$ cat src/rtl/fifo_pkg.sv
// Shared FIFO definitions: mode constants and
// the occupancy-counter width helper.
package fifo_pkg;

  localparam int FIFO_MODE_STD  = 0;
  localparam int FIFO_MODE_FWFT = 1;

  function automatic int fifo_lvl_w(input int depth);
    return $clog2(depth + 1);
  endfunction

endpackage

$ cat src/rtl/sync_fifo_ctl_if.sv
// FIFO access bundle: master = producer/consumer side,
// slave = FIFO side. Write, pop, status and error signals.
interface sync_fifo_ctl_if
  import fifo_pkg::*;
#(
  parameter int DATA_WIDTH = 32,
  parameter int LVL_W      = fifo_lvl_w(16)
);
  logic                  wr_en;
  logic [DATA_WIDTH-1:0] wdata;
  logic                  rd_en;
  logic                  err_clr;
  logic [DATA_WIDTH-1:0] rdata;
  logic                  rd_valid;
  logic                  full;
  logic                  empty;
  logic                  afull;
  logic                  aempty;
  logic [LVL_W-1:0]      level;
  logic                  ovf;
  logic                  udf;

  modport master (
    output wr_en, wdata, rd_en, err_clr,
    input  rdata, rd_valid, full, empty,
    input  afull, aempty, level, ovf, udf
  );

  modport slave (
    input  wr_en, wdata, rd_en, err_clr,
    output rdata, rd_valid, full, empty,
    output afull, aempty, level, ovf, udf
  );
endinterface

$ cat src/rtl/fifo_ram.sv
// FIFO storage: sync write port, async read port, no reset.
// Ports: clk, i_we/i_waddr/i_wdata, i_raddr, o_rdata.
module fifo_ram #(
  parameter int DATA_WIDTH = 32,
  parameter int DEPTH      = 16,
  parameter int AW         = 4
) (
  input  logic                  clk,
  input  logic                  i_we,
  input  logic [AW-1:0]         i_waddr,
  input  logic [DATA_WIDTH-1:0] i_wdata,
  input  logic [AW-1:0]         i_raddr,
  output logic [DATA_WIDTH-1:0] o_rdata
);
  logic [DATA_WIDTH-1:0] r_mem [DEPTH];

  always_ff @(posedge clk) begin
    if (i_we) r_mem[i_waddr] <= i_wdata;
  end

  assign o_rdata = r_mem[i_raddr];
endmodule

$ cat src/rtl/sync_fifo_ctl.sv
// Single-clock FIFO controller, standard or FWFT read.
// Ports: clk, rst (async high), bus (sync_fifo_ctl_if.slave).
module sync_fifo_ctl
  import fifo_pkg::*;
#(
  parameter int DATA_WIDTH = 32,
  parameter int FIFO_DEPTH = 16,
  parameter int FWFT       = FIFO_MODE_STD,
  parameter int AFULL_TH   = FIFO_DEPTH - 2,
  parameter int AEMPTY_TH  = 2
) (
  input  logic          clk,
  input  logic          rst,
  sync_fifo_ctl_if.slave bus
);
  localparam int LVL_W = fifo_lvl_w(FIFO_DEPTH);
  localparam int PTR_W = $clog2(FIFO_DEPTH);
  localparam logic [PTR_W-1:0] PTR_MAX =
    PTR_W'(FIFO_DEPTH - 1);

  logic [PTR_W-1:0]      r_wptr;
  logic [PTR_W-1:0]      r_rptr;
  logic [LVL_W-1:0]      r_level;
  logic [LVL_W-1:0]      w_lvl_nxt;
  logic                  r_full;
  logic                  r_empty;
  logic                  r_afull;
  logic                  r_aempty;
  logic                  r_ovf;
  logic                  r_udf;
  logic                  w_wr;
  logic                  w_rd;
  logic [DATA_WIDTH-1:0] w_head;

  // Accept decisions use the flags from before the edge.
  assign w_wr = bus.wr_en && !r_full;
  assign w_rd = bus.rd_en && !r_empty;

  always_comb begin
    w_lvl_nxt = r_level;
    unique case ({w_wr, w_rd})
      2'b10:   w_lvl_nxt = r_level + LVL_W'(1);
      2'b01:   w_lvl_nxt = r_level - LVL_W'(1);
      default: w_lvl_nxt = r_level;
    endcase
  end

  always_ff @(posedge clk or posedge rst) begin
    if (rst) begin
      r_wptr   <= '0;
      r_rptr   <= '0;
      r_level  <= '0;
      r_full   <= 1'b0;
      r_empty  <= 1'b1;
      r_afull  <= 1'b0;
      r_aempty <= 1'b1;
      r_ovf    <= 1'b0;
      r_udf    <= 1'b0;
    end else begin
      if (w_wr)
        r_wptr <= (r_wptr == PTR_MAX) ? '0
                : r_wptr + PTR_W'(1);
      if (w_rd)
        r_rptr <= (r_rptr == PTR_MAX) ? '0
                : r_rptr + PTR_W'(1);
      r_level  <= w_lvl_nxt;
      r_full   <= w_lvl_nxt == LVL_W'(FIFO_DEPTH);
      r_empty  <= w_lvl_nxt == '0;
      r_afull  <= w_lvl_nxt >= LVL_W'(AFULL_TH);
      r_aempty <= w_lvl_nxt <= LVL_W'(AEMPTY_TH);
      // A new error event beats a same-cycle clear.
      r_ovf <= (bus.wr_en && r_full)
             || (r_ovf && !bus.err_clr);
      r_udf <= (bus.rd_en && r_empty)
             || (r_udf && !bus.err_clr);
    end
  end

  fifo_ram #(
    .DATA_WIDTH (DATA_WIDTH),
    .DEPTH      (FIFO_DEPTH),
    .AW         (PTR_W)
  ) u_ram (
    .clk     (clk),
    .i_we    (w_wr),
    .i_waddr (r_wptr),
    .i_wdata (bus.wdata),
    .i_raddr (r_rptr),
    .o_rdata (w_head)
  );

  generate
    if (FWFT == FIFO_MODE_FWFT) begin : g_fwft
      assign bus.rdata    = w_head;
      assign bus.rd_valid = !r_empty;
    end else begin : g_std
      logic [DATA_WIDTH-1:0] r_rdata;
      logic                  r_rd_valid;

      always_ff @(posedge clk or posedge rst) begin
        if (rst) begin
          r_rdata    <= '0;
          r_rd_valid <= 1'b0;
        end else begin
          r_rd_valid <= w_rd;
          if (w_rd) r_rdata <= w_head;
        end
      end

      assign bus.rdata    = r_rdata;
      assign bus.rd_valid = r_rd_valid;
    end
  endgenerate

  assign bus.full   = r_full;
  assign bus.empty  = r_empty;
  assign bus.afull  = r_afull;
  assign bus.aempty = r_aempty;
  assign bus.level  = r_level;
  assign bus.ovf    = r_ovf;
  assign bus.udf    = r_udf;
endmodule
$ cat src/flat_wrapper.sv
// flat-port wrapper written by rule: the top's interface ports become plain ports
module sync_fifo_ctl_flat import fifo_pkg::*;
#(
  parameter int DATA_WIDTH = 32,
  parameter int FIFO_DEPTH = 16,
  parameter int FWFT       = FIFO_MODE_STD,
  parameter int AFULL_TH   = FIFO_DEPTH - 2,
  parameter int AEMPTY_TH  = 2
)
  (clk, rst, bus_wr_en, bus_wdata, bus_rd_en, bus_err_clr, bus_rdata, bus_rd_valid, bus_full, bus_empty, bus_afull, bus_aempty, bus_level, bus_ovf, bus_udf);
  sync_fifo_ctl_if #(.DATA_WIDTH(DATA_WIDTH)) bus_i ();
  input  logic clk;
  input  logic rst;
  input wire logic [$bits(bus_i.wr_en)-1:0] bus_wr_en;
  input wire logic [$bits(bus_i.wdata)-1:0] bus_wdata;
  input wire logic [$bits(bus_i.rd_en)-1:0] bus_rd_en;
  input wire logic [$bits(bus_i.err_clr)-1:0] bus_err_clr;
  output wire logic [$bits(bus_i.rdata)-1:0] bus_rdata;
  output wire logic [$bits(bus_i.rd_valid)-1:0] bus_rd_valid;
  output wire logic [$bits(bus_i.full)-1:0] bus_full;
  output wire logic [$bits(bus_i.empty)-1:0] bus_empty;
  output wire logic [$bits(bus_i.afull)-1:0] bus_afull;
  output wire logic [$bits(bus_i.aempty)-1:0] bus_aempty;
  output wire logic [$bits(bus_i.level)-1:0] bus_level;
  output wire logic [$bits(bus_i.ovf)-1:0] bus_ovf;
  output wire logic [$bits(bus_i.udf)-1:0] bus_udf;
  assign bus_i.wr_en = bus_wr_en;
  assign bus_i.wdata = bus_wdata;
  assign bus_i.rd_en = bus_rd_en;
  assign bus_i.err_clr = bus_err_clr;
  assign bus_rdata = bus_i.rdata;
  assign bus_rd_valid = bus_i.rd_valid;
  assign bus_full = bus_i.full;
  assign bus_empty = bus_i.empty;
  assign bus_afull = bus_i.afull;
  assign bus_aempty = bus_i.aempty;
  assign bus_level = bus_i.level;
  assign bus_ovf = bus_i.ovf;
  assign bus_udf = bus_i.udf;
  sync_fifo_ctl #(.DATA_WIDTH(DATA_WIDTH), .FIFO_DEPTH(FIFO_DEPTH), .FWFT(FWFT), .AFULL_TH(AFULL_TH), .AEMPTY_TH(AEMPTY_TH)) u_core (.clk(clk), .rst(rst), .bus(bus_i));
endmodule
$ cat config.mk
export PLATFORM = sky130hd
export DESIGN_NAME = sync_fifo_ctl_flat
export DESIGN_NICKNAME = d
export VERILOG_FILES = /design/src/rtl/fifo_pkg.sv /design/src/rtl/sync_fifo_ctl_if.sv /design/src/rtl/fifo_ram.sv /design/src/rtl/sync_fifo_ctl.sv /design/src/flat_wrapper.sv
export SDC_FILE = /design/constraint.sdc
export NUM_CORES = 1
export LEC_CHECK = 0
export CAP_MARGIN = 20
export CORE_MARGIN = 2
export CORE_UTILIZATION = 45
export CTS_CLUSTER_DIAMETER = 30
export DETAILED_ROUTE_END_ITERATION = 10
export REMOVE_ABC_BUFFERS = 1
export SETUP_SLACK_MARGIN = 0.2
export SYNTH_ARGS = -nofsm -noshare
export SYNTH_HDL_FRONTEND = slang
export SYNTH_SLANG_ARGS = --single-unit
export TNS_END_PERCENT = 20
$ cat constraint.sdc
create_clock -name clk -period 6.3 [get_ports clk]
set_clock_uncertainty 0.15 [all_clocks]
set_input_delay 0.63 -clock clk [delete_from_list [all_inputs] [get_ports clk]]
set_output_delay 0.63 -clock clk [all_outputs]
set_load 0.01 [all_outputs]
---- After elaboration in Yosys (flattened, before gate mapping) ----
Memory sizes are Yosys's and may differ from the RTL's. A register that Yosys moved wholly into a read port is not among the register bits.
Index checks and enable logic that the tools add are counted.
word-level totals
  memories kept ........................... 1
  register bits ........................... 20
  RAM bits ................................ 512
  logic and storage cells ................. 39
cells by class
  reductions and logical operators ........ 12
  equal/unequal tests ..................... 5
  multiplexer cells ....................... 5
  order comparisons ....................... 2
  $add $sub $neg .......................... 4
memory list
  name                words  bits a word  rd ports  clocked after memory_dff  write ports  RTL line        RTL
  u_core.u_ram.r_mem  16     32           1         1                         1            fifo_ram.sv:15  logic [DATA_WIDTH-1:0] r_mem [DEPTH];
operators by type and width
  kind                 count
  $pmux 5 s2           1
  $add 4x1->4 const B  2
  $eq 4x4->1 const B   2
  $mux 4               2
  $logic_and 1x1->1    6
  $add 5x1->5 const B  1
  $eq 5x5->1 const B   1
  $ge 5x4->1 const B   1
  $le 5x2->1 const B   1
  $logic_not 5->1      1
  $sub 5x1->5 const B  1
  $logic_not 1->1      3
  $eq 2x1->1 const B   1
  $eq 2x2->1 const B   1
  $logic_or 1x1->1     2
  $mux 1               2

---- Depth between registers and ports, before layout ----
  depth in word-level cells ............... 5
  gate-level depth with buffers ........... 11

---- Modules after synthesis ----
A second synthesis with hierarchy kept.
second synthesis, totals
  cell total of the unflattened synthesis .. 1047
  area total of the unflattened synthesis .. 21508.1 sq um
modules (own cells, without submodules)
  module         sequential area each (sq um)  area each (sq um)  instances  cells each
  fifo_ram       15374.7                       19213.4            1          806
  sync_fifo_ctl  1303.8                        2294.7             1          241

---- Worst setup path after synthesis ----
OpenSTA, ideal clock, no wires.
  kind .................................... input to register
  from .................................... in bus_rd_en
  to ...................................... reg u_core.r_aempty (netlist: u_core.bus.aempty)
  required time ........................... 6.056 ns
  stages .................................. 11
  arrival ................................. 2.828 ns
  slack ................................... 3.228 ns
  buffers on the path ..................... 4
  library setup time ...................... 0.094 ns
  cells stage by stage .................... nand2b_1 clkbuf_1 clkbuf_1 clkbuf_1 inv_1 ha_1 clkbuf_1 mux2_2 a21oi_1 nand2_1 a311oi_1
on the way
  word-level cells in the longest chain between the ends .. 4
ends and longest elaborated chain
  item                                             RTL line             RTL
  start: declaration                               flat_wrapper.sv:16   input wire logic [$bits(bus_i.rd_en)-1:0] bus_rd_en;
  $logic_and 1x1->1 *                              sync_fifo_ctl.sv:37  assign w_rd = bus.rd_en && !r_empty;
  $eq 2x1->1 / $eq 2x2->1 (equally long branches)  sync_fifo_ctl.sv:41  unique case ({w_wr, w_rd})
  $pmux 5 s2 *                                     sync_fifo_ctl.sv:41
  via u_core.w_lvl_nxt[1]                          sync_fifo_ctl.sv:24  logic [LVL_W-1:0] w_lvl_nxt;
  $le 5x2->1 *                                     sync_fifo_ctl.sv:70  r_aempty <= w_lvl_nxt <= LVL_W'(AEMPTY_TH);
  end signal: assignment                           sync_fifo_ctl.sv:70
  end: declaration                                 sync_fifo_ctl.sv:28  logic r_aempty;
Mark *: on every way through the listed nets, which the timed path passes. The rest lies on a longest branch.
A chain may end at the register's enable or synchronous reset.

---- Worst setup path after layout ----
  from .................................... in bus_wr_en
  to ...................................... mem u_core.u_ram.r_mem[8][2], enable pin
on the way
  word-level cells in the longest chain between the ends .. 3
ends and longest elaborated chain
  item                          RTL line             RTL
  start: declaration            flat_wrapper.sv:14   input wire logic [$bits(bus_i.wr_en)-1:0] bus_wr_en;
  $logic_and 1x1->1             sync_fifo_ctl.sv:36  assign w_wr = bus.wr_en && !r_full;
  $mux 1                        fifo_ram.sv:18       if (i_we) r_mem[i_waddr] <= i_wdata;
  $mux 1 (implied by the code)  fifo_ram.sv:18
  end: declaration              fifo_ram.sv:15
No other way between the ends.

==> summary.txt <==
Clock tree
  • Root buffer cell: clkbuf_16
  • H-tree levels: 3
  • # clock sinks: between 500 and 600
  • CTS Buf Count: about 120
  • CTS max path bufs: 3
  • Reg clk slew, reported paths: around 0.050 ns
  • Worst-skew pair later-pin latency: roughly 0.64 ns
  • Buffer count from post-CTS setup fixing: 0
  • CTS tree: yes
  • # resized after CTS: 0
  • Post-CTS Hold Buffers: 0

Worst setup path
  • Worst Setup End Kind: flop
  • CP max stage cell: and2_2
  • Setup CP Type: primary input to flop
  • Startpoint class of the critical path: primary input
  • Stages on the worst setup path: 5
  • Top delay family on crit path: simple AND/OR/NAND/NOR gates
  • Critical-path cell list: clkdlybuf4s50_1 -> nor2b_1 -> inv_1 -> nor3b_1 -> and2_2
  • Crit path required time: ~6.4 ns
  • R2R depth: 6
  • Max FO, Critical Path: 32
  • Worst endpoint data arrival time: roughly 3.4 ns
  • Crit path largest cell delay: around 0.84 ns
  • WP buf/inv: 2

Floorplan
  • Row count: 80
  • Die Ht: around 220 um
  • Io pins: 81
  • Initial core utilization: 45.4%
  • Die area: 49800 um^2
  • Core region area: 47500 um^2
  • Die W: 223 um

Final layout
  • Share of layout cells above drive strength 1: around a third
  • Most frequent cells in the layout: edfxtp_1, mux4_2, clkbuf_16, clkdlybuf4s50_1, dfrtp_1
  • Layout area overhead: 25.7%
  • Most common cell after layout, fill and taps aside: edfxtp_1
  • Core Util, Final: between 50% and 60%
  • # fillers: between 3000 and 4000
  • Fin nets: 1178
  • # diodes: 0
  • Final instance area: about 27000 um^2

Min path
  • Worst hold path class: flop to flop
  • Worst hold path cell count: 1

STA
  • Setup violations, final: 0
  • Tmin final: 3.29 ns
  • Worst Tran Pin Value: 1.08 ns
  • F_max: slightly above 0.3 GHz
  • Max-slew headroom at the worst pin: around 28%
  • Endpoints failing hold: 0
  • Worst hold slack: 0.360 ns
  • Final period util: a little over half
  • Max Slew Vio Count: 0
  • Unrepaired setup endpoints after global routing: no

Global routing
  • Global-route wire length before repair: 68100 um
  • Vias in the first global route: 11176
  • Antenna violations before repair: 0
  • Gr usage total: roughly 18%
  • Largest net degree at the start of global routing: 82
  • GRT overflow: 0

Synth
  • Synth unique cells: 39
  • Multiplexer share of the synthesized area: between 15 and 20%
  • Synth top area cells: edfxtp_1, mux4_2, dfrtp_1
  • Post-synthesis area per instance: roughly 22 um^2
  • Largest family of logic cells by synthesized area: multiplexers
  • Synth Area in Compound Gates: ~2.3%
  • Synthesized area: 21600 um^2
  • Sequential area share after synthesis: 77.2%
  • Synthesized flop and latch total: 564
  • Post-synth top area share: ~70%
  • Leading area contributor after synthesis: edfxtp_1
  • XOR/XNOR Fraction of Synth Area: less than 1%
  • Adder-cell share of the synthesized area: less than 1%
  • Synth Warn #: 0
  • Dominant synthesized flop cell: edfxtp_1
  • Async set-reset flop share out of synthesis: a little under a tenth
  • Mapped Cells: slightly below 1000
  • Post-synth EDFFs: a little over 500
  • Post-Synth Simple-Gate Area: 1.77%

Route
  • Antenna Nets Post-Route: 0
  • Pre-antenna DRT Iters: 4
  • Via/cell ratio: approximately 5.5
  • Final wirelength: approximately 44000 um
  • Initial DRC count: roughly 860
  • Via count: 10256
  • Drt drc: 0
  • Routed length per instance: 23.8 um

Placement
  • Placed Area: roughly 23000 um^2
  • Port Buf Inserts: 80
  • Dpl hpwl: about 22000 um
  • Final GP Congestion: 0.722

Run status
  • Status: completed

Power
  • Power density over cell area: 513 nW/um^2
  • Leakage: just over 9 nW
  • Maximum VDD drop: 269 uV

Run
  • Max-capacitance violation count: 0
[cell type report]
cell class                      instances  area (um^2)  area share (%)
Clock buffer                          133         3090            11.4
Clock inverter                         89          938            3.46
Inverter                               10         37.5           0.138
Multi-Input combinational cell        350         4660            17.2
Sequential cell                       564        16700            61.5
Tap cell                              615          769            2.84
Timing Repair Buffer                   91          953            3.51
[through the flow]
stage	setup TNS [ns]	power [mW]	std cells	setup slack, ns
6_report	0	13.9	1852	3.01
5_1_grt	0	14.5	1852	2.82
4_1_cts	0	14.1	1850	3.01
3_5_place_dp	0	7.92	1628	2.41
3_3_place_gp	0	7.88	1627	2.51
2_1_floorplan	-6.84	7.12	924	-0.213
[routing by layer]
layer,up-vias,wire [um],global-route usage [%]
li1,4451,-,-
met1,5450,19500,25.4
met2,279,21600,29.3
met3,76,2170,3.70
met4,0,845,6.82
met5,-,0,0
[cell families (layout without fill, tap and decap cells)]
kind of cell	count (synthesis)	in the layout
flip-flops	564	564
adder cells (fa/ha/maj)	7	7
XOR/XNOR	8	8
buffers and inverters	63	323
multiplexers	193	193
AO/OA/AOI/OAI	60	60
AND/OR/NAND/NOR	82	82
[report_power, final]
group          internal (mW)  switching [mW]  total (mW)
Combinational           1.50            1.34        2.85
Sequential              4.59           0.380        4.97
Clock                   4.15            1.96        6.11
[path summary, 6_finish.rpt]
kind / start / end / slack (ns)
max reg2reg: u_core.bus.empty$_DFF_PP1_ / u_core.bus.rdata[4]$_DFFE_PP0P_ / 3.02
min in group asynchronous: rst / u_core.bus.rdata[8]$_DFFE_PP0P_ / 0.42
min reg2reg: u_core.bus.rdata[26]$_DFFE_PP0P_ / u_core.bus.rdata[26]$_DFFE_PP0P_ / 0.36
max: bus_wr_en / u_core.u_ram.r_mem[8][2]$_DFFE_PP_ / 3.01
max in group asynchronous: rst / u_core.r_rptr[1]$_DFFE_PP0P_ / 4.97
min: u_core.bus.rdata[26]$_DFFE_PP0P_ / u_core.bus.rdata[26]$_DFFE_PP0P_ / 0.36
[worst register-to-register path, delay by kind of cell (launching register included)]
kind | cells | cell delay [ns]
and+or+nand+nor | 3 | 1.54
buffers and inverters | 2 | 0.63
DFF | 1 | 0.53
AOI/OAI and AO/OA | 1 | 0.31
[state kept, by name, indices dropped and copies added, names as in the netlist]
signal / flops
u_core.bus.rd_valid: 1
u_core.bus.full: 1
u_core.r_rptr: 4
u_core.r_wptr: 4
u_core.bus.level: 5
u_core.bus.afull: 1
u_core.bus.rdata: 32
u_core.u_ram.r_mem: 512
u_core.bus.udf: 1
u_core.bus.empty: 1
u_core.bus.aempty: 1
u_core.bus.ovf: 1
[Yosys cell counts, drive strengths merged, types with 2 or more instances]
master,count
nand3,5
xnor2,5
clkbuf,25
and2,16
dfrtp,50
xor2,2
a21oi,7
edfxtp,512
mux4,128
o21ai,7
mux2i,32
mux2,33
o31ai,3
inv,10
a311oi,2
nor3b,2
dfstp,2
nor3,4
nand2,14
a221o,32
ha,7
a21o,2
nor2,36
buf,28
(Power assumes the default switching activity.)
